===== src/rtl/axis_chk32.sv =====
// AXI-Stream sink that checks the 32-bit block test pattern {AA,AA,AA,idx}.
// It keeps good-block, data-error and length-error statistics and captures the first failing beat.
module axis_chk32 #(
  parameter int unsigned BYTES_PER_BLOCK = 32,
  parameter int unsigned READY_MODE      = 0,
  parameter logic [15:0] LFSR_SEED       = 16'hACE1
) (
  input  logic        aclk,
  input  logic        aresetn,
  input  logic        mm2s_prmry_resetn,
  input  logic [31:0] s_tdata,
  input  logic        s_tvalid,
  output logic        s_tready,
  input  logic        s_tlast,
  input  logic [3:0]  s_tkeep,
  input  logic        clr_stats,
  output logic [31:0] beat_cnt,
  output logic [31:0] block_ok_cnt,
  output logic [15:0] data_err_cnt,
  output logic [15:0] len_err_cnt,
  output logic        err_sticky,
  output logic [31:0] first_err_data,
  output logic [7:0]  first_err_idx
);

  localparam int unsigned WORDS_PER_BLOCK = BYTES_PER_BLOCK / 4;
  localparam logic [7:0]  LAST_IDX        = 8'(WORDS_PER_BLOCK - 1);

  typedef enum logic {ST_DISABLED, ST_RUN} state_e;

  state_e      state_q, state_d;
  logic        tready_q, tready_d;
  logic [15:0] lfsr_q, lfsr_d;
  logic [7:0]  idx_q, idx_d;
  logic        blk_err_q, blk_err_d;
  logic [31:0] beat_cnt_q, beat_cnt_d;
  logic [31:0] block_ok_cnt_q, block_ok_cnt_d;
  logic [15:0] data_err_cnt_q, data_err_cnt_d;
  logic [15:0] len_err_cnt_q, len_err_cnt_d;
  logic        err_sticky_q, err_sticky_d;
  logic [31:0] first_err_data_q, first_err_data_d;
  logic [7:0]  first_err_idx_q, first_err_idx_d;
  logic        cap_done_q, cap_done_d;

  logic        hs, data_err, at_last, len_err, good_end;

  // State register
  always_ff @(posedge aclk or negedge aresetn) begin
    if (!aresetn) begin
      state_q          <= ST_DISABLED;
      tready_q         <= 1'b0;
      lfsr_q           <= LFSR_SEED;
      idx_q            <= 8'd0;
      blk_err_q        <= 1'b0;
      beat_cnt_q       <= 32'd0;
      block_ok_cnt_q   <= 32'd0;
      data_err_cnt_q   <= 16'd0;
      len_err_cnt_q    <= 16'd0;
      err_sticky_q     <= 1'b0;
      first_err_data_q <= 32'd0;
      first_err_idx_q  <= 8'd0;
      cap_done_q       <= 1'b0;
    end else begin
      state_q          <= state_d;
      tready_q         <= tready_d;
      lfsr_q           <= lfsr_d;
      idx_q            <= idx_d;
      blk_err_q        <= blk_err_d;
      beat_cnt_q       <= beat_cnt_d;
      block_ok_cnt_q   <= block_ok_cnt_d;
      data_err_cnt_q   <= data_err_cnt_d;
      len_err_cnt_q    <= len_err_cnt_d;
      err_sticky_q     <= err_sticky_d;
      first_err_data_q <= first_err_data_d;
      first_err_idx_q  <= first_err_idx_d;
      cap_done_q       <= cap_done_d;
    end
  end

  // Next state, ready generation, pattern check and statistics
  always_comb begin
    state_d          = state_q;
    tready_d         = 1'b0;
    lfsr_d           = lfsr_q;
    idx_d            = idx_q;
    blk_err_d        = blk_err_q;
    beat_cnt_d       = beat_cnt_q;
    block_ok_cnt_d   = block_ok_cnt_q;
    data_err_cnt_d   = data_err_cnt_q;
    len_err_cnt_d    = len_err_cnt_q;
    err_sticky_d     = err_sticky_q;
    first_err_data_d = first_err_data_q;
    first_err_idx_d  = first_err_idx_q;
    cap_done_d       = cap_done_q;

    hs       = s_tvalid && tready_q && (state_q == ST_RUN);
    at_last  = (idx_q == LAST_IDX);
    data_err = hs && ((s_tdata != {24'hAAAAAA, idx_q}) || (s_tkeep != 4'hF));
    len_err  = hs && (s_tlast != at_last);
    good_end = hs && s_tlast && at_last;

    state_d = mm2s_prmry_resetn ? ST_RUN : ST_DISABLED;

    // Fibonacci x^16+x^14+x^13+x^11+1, shifting right
    if (mm2s_prmry_resetn) begin
      lfsr_d   = {lfsr_q[0] ^ lfsr_q[2] ^ lfsr_q[3] ^ lfsr_q[5], lfsr_q[15:1]};
      tready_d = (READY_MODE != 0) ? lfsr_q[0] : 1'b1;
    end

    case (state_q)
      ST_DISABLED: begin
        idx_d     = 8'd0;
        blk_err_d = 1'b0;
      end
      ST_RUN: begin
        if (hs) begin
          if (s_tlast || at_last) begin
            idx_d     = 8'd0;
            blk_err_d = 1'b0;
          end else begin
            idx_d     = idx_q + 8'd1;
            blk_err_d = blk_err_q | data_err;
          end
        end
      end
      default: begin
        idx_d     = 8'd0;
        blk_err_d = 1'b0;
      end
    endcase

    // Clearing wins over any statistic update from a coincident beat
    if (clr_stats) begin
      beat_cnt_d       = 32'd0;
      block_ok_cnt_d   = 32'd0;
      data_err_cnt_d   = 16'd0;
      len_err_cnt_d    = 16'd0;
      err_sticky_d     = 1'b0;
      first_err_data_d = 32'd0;
      first_err_idx_d  = 8'd0;
      cap_done_d       = 1'b0;
    end else if (hs) begin
      beat_cnt_d = beat_cnt_q + 32'd1;
      if (data_err) begin
        err_sticky_d = 1'b1;
        if (data_err_cnt_q != 16'hFFFF) data_err_cnt_d = data_err_cnt_q + 16'd1;
        if (!cap_done_q) begin
          cap_done_d       = 1'b1;
          first_err_data_d = s_tdata;
          first_err_idx_d  = idx_q;
        end
      end
      if (len_err) begin
        err_sticky_d = 1'b1;
        if (len_err_cnt_q != 16'hFFFF) len_err_cnt_d = len_err_cnt_q + 16'd1;
      end
      if (good_end && !blk_err_q && !data_err) block_ok_cnt_d = block_ok_cnt_q + 32'd1;
    end
  end

  assign s_tready       = tready_q;
  assign beat_cnt       = beat_cnt_q;
  assign block_ok_cnt   = block_ok_cnt_q;
  assign data_err_cnt   = data_err_cnt_q;
  assign len_err_cnt    = len_err_cnt_q;
  assign err_sticky     = err_sticky_q;
  assign first_err_data = first_err_data_q;
  assign first_err_idx  = first_err_idx_q;

endmodule


===== config.mk =====
export PLATFORM = sky130hd
export DESIGN_NAME = axis_chk32
export DESIGN_NICKNAME = d
export VERILOG_FILES = /design/src/rtl/axis_chk32.sv
export SDC_FILE = /design/constraint.sdc
export NUM_CORES = 1
export LEC_CHECK = 0
export CORE_MARGIN = 10
export CORE_UTILIZATION = 45
export CTS_CLUSTER_DIAMETER = 60
export DETAILED_ROUTE_END_ITERATION = 8
export PLACE_DENSITY = 0.76
export SYNTH_ARGS = -nofsm -noshare
export SYNTH_HDL_FRONTEND = slang
export SYNTH_SLANG_ARGS = --single-unit

===== constraint.sdc =====
create_clock -name aclk -period 2.8 [get_ports aclk]
set_input_delay 0.56 -clock aclk [delete_from_list [all_inputs] [get_ports aclk]]
set_output_delay 0.56 -clock aclk [all_outputs]
set_load 0.02 [all_outputs]

==> summary.md <==
| Metric | Value |
|---|---|
| Slowest CP cell | `or4_4` |
| Cts-stage hold buffer count | `0` |
| Slowest stage delay, CP | `0.52 ns` |
| FF-to-FF Start | `idx_q[5]` |
| Slew @ Worst Pin | `1.08 ns` |
| Cell count after synthesis | `757` |
| Hold WC Path Type | `primary input to async pin` |
| Fmax | `365 MHz` |
| Sink Count | `148` |
| Synth async-reset ratio | `100%` |
| Most common cell in the netlist | `dfrtp_1` |
| Post-route minimum period | `2.74 ns` |
| Top cells by count, synth | `dfrtp_1, nor2_1, a21oi_1` |
| WS Path Type | `register to register` |
| Multi-input logic area | `0.00371 mm2` |
| Site Rows | `47` |
| Area growth from synthesis to layout | `41.1%` |
| Detailed placement HPWL | `15.9 mm` |
| Worst ir drop on vdd | `0.407 mV` |
| RSZ-0062 raised after global routing | `no` |
| P_leak | `4.24 nW` |
| CTS clock-pin slew for the worst setup and hold paths | `0.07 ns` |
| CTS tree | `done` |
| Top-level port count | `180` |
| Die width | `149 um` |
| Number of global-route vias before repair | `6918` |
| Reg area | `0.00370 mm2` |
| WL/cell | `19.1 um` |
| RR Endpoint | `len_err_cnt[15]` |
| Pin count of the biggest net entering global routing | `60` |
| Post-CTS Repair Setup Buffers | `0` |
| First drt pass iteration count | `5` |
| Cts bufs inserted | `17` |
| CORE AREA | `0.0165 mm2` |
| Drt drc | `0` |
| Yosys cell types | `46` |
| Dominant synthesized flop cell | `dfrtp_1` |
| Crit path capture type | `register` |
| CP arrival | `3.02 ns` |
| Die ar. | `0.0223 mm2` |
| Status | `complete, no violations` |
| Total GRT Usage | `20.0%` |
| Critical Path Start Type | `register` |
| RD Place Congestion | `0.879` |
| Register area share after synthesis | `49.2%` |
| Global-route wire length before repair | `36.4 mm` |
| Share of post-route cells with drive strength above 1 | `12.3%` |
| Clk_lat worst skew | `0.42 ns` |
| Reg2reg path depth | `8` |
| Place WS | `-0.470 ns` |
| Syn_nets | `805` |
| FF-to-FF setup slack | `0.06 ns` |
| Worst rel slew slack | `27.4%` |
| DRT Wirelength | `23.0 mm` |
| Initial core utilization | `45.6%` |
| Mapped cell area | `0.00753 mm2` |
| N_diodes | `0` |
| # nets final | `1015` |
| Antenna-violating nets left | `0` |
| Maxcap violations | `0` |
| CP cell instances | `or4_4, or3_4, ha_4, nand3_1, or3_4, nor4b_4, xnor2_1, nor2_1` |
| Bufs and invs on worst path | `0` |
| Synth area leaders | `dfrtp_1, a22o_1, xnor2_1` |
| Final period util | `97.7%` |
| Worst-path maximum fanout | `4` |
| Clk_skew | `0.00858 ns` |
| Final Hold Viols | `0` |
| Top cell type's share of synthesized area | `49.2%` |
| Total grt overflow | `0` |
| Register bit total from synthesis | `148` |
| Power density cells | `467 mW/mm2` |
| Vias after detailed routing | `6967` |
| CTS Buffer Depth | `2` |
| Port bufs | `179` |
| DRT iter0 DRCs | `545` |
| Yosys warning total | `0` |
| Setup Viol. Count Final | `0` |
| CTS root buf | `clkbuf_16` |
| Fillers | `1329` |
| Largest area contributor in the netlist | `dfrtp_1` |
| Most numerous cell on the critical path | `or3_4` |
| Post-synth EDFFs | `0` |
| Top delay family on crit path | `simple AND/OR/NAND/NOR gates` |
| Fin util | `64.3%` |
| Slew Limit Fails | `0` |
| Synth Area per Inst | `9.95 um2` |
| Initial antenna violation count | `0` |
| Drt via density | `5.81` |
| PnR worst setup slack | `0.0640 ns` |
| H-tree levels | `4` |
| Worst Path Required | `3.08 ns` |
| DIE HEIGHT | `149 um` |
-- cell families after synthesis --
group	synth area share, %
flops	49.2
compound gates	13.1
fa+ha+maj	0.996
simple gates	25.9
mux	1.91
xor+xnor	5.93
buf+inv	2.99
-- state kept, by name (all words and copies together), names as in the netlist, 8 cells and up --
name,count
len_err_cnt,16
first_err_idx,8
first_err_data,32
idx_q,8
block_ok_cnt,32
beat_cnt,32
data_err_cnt,16
-- layout by cell type, fill, tap and decap left out, types with 6 or more instances in the layout --
cell type and instances:
nand3_1 35, xor2_1 21, xnor2_1 30, nor4_1 13, nor2b_1 12, clkdlybuf4s50_1 177
or3_1 8, nand4_1 38, or4_1 32, nor2_1 68, nand2_1 38, and3_1 17
nor4bb_1 6, mux2_2 11, and4_1 13, inv_1 8, o31ai_1 34, a21oi_1 44
nor3_1 18, a22o_1 41, and2_1 7, o21ai_0 15, buf_4 53, dfrtp_1 148
clkbuf_16 18
-- worst register-to-register path, stage by stage, from the launching register on --
cell     delay [ns]
dfrtp_1        0.40
or4_4          0.52
or3_4          0.36
ha_4           0.29
nand3_1        0.10
or3_4          0.46
nor4b_4        0.25
xnor2_1        0.15
nor2_1         0.06
-- area by class of cell --
type	instances	area share, %
Clock inverter	14	1.57
Inverter	8	0.282
Tap cell	220	2.59
Sequential cell	148	34.8
Multi-Input combinational cell	555	34.9
Clock buffer	18	4.13
Timing Repair Buffer	237	21.7
-- worst max path at each step --
stage	cells past startpoint	end	slack, ns	from
finish	8	len_err_cnt[15]	0.06	idx_q[5]
floorplan	8	len_err_cnt[15]	0.07	idx_q[6]
global placement	7	block_ok_cnt[3]	-0.41	s_tdata[9]
detailed placement	7	block_ok_cnt[7]	-0.47	s_tdata[9]
global route	8	len_err_cnt[15]	0.008	idx_q[5]
CTS	8	len_err_cnt[15]	0.004	idx_q[5]
-- where the power goes --
group          internal (mW)  leakage (nW)  switching, mW
clock                   1.37         0.294          0.996
sequential              2.17          2.05         0.0247
combinational          0.188          1.89          0.215
-- metrics by stage --
step	instances	power, mW	hold slack [ns]	instance area, um2	TNS [ns]
6_report	1200	4.96	0.0572	10600	0
5_1_grt	1200	5.13	0.0831	10600	0
4_1_cts	1199	4.99	0.0681	10600	0
3_5_place_dp	1167	2.63	0.480	9920	-27.65
3_3_place_gp	1167	2.63	0.481	9920	-25.07
2_1_floorplan	757	2.37	0.264	7530	0
-- what timing repair did --
| item | in CTS | in global routing |
|---|---|---|
| cloned | 0 | 1 |
| endpoints found under the setup margin | 13 | 33 |
| resized for setup | 5 | 7 |
| pin swaps | 0 | 2 |
-- routing by layer --
metal	part of all wire, %	vias to the layer above	wire length, um	global-route usage, %
met2	50	189	11600	33.4
met5	0	-	0	0
li1	-	3279	-	-
met1	43	3470	9770	25.0
met4	1.8	0	416	6.82
met3	5.3	29	1210	4.43
(Power assumes the default switching activity.)
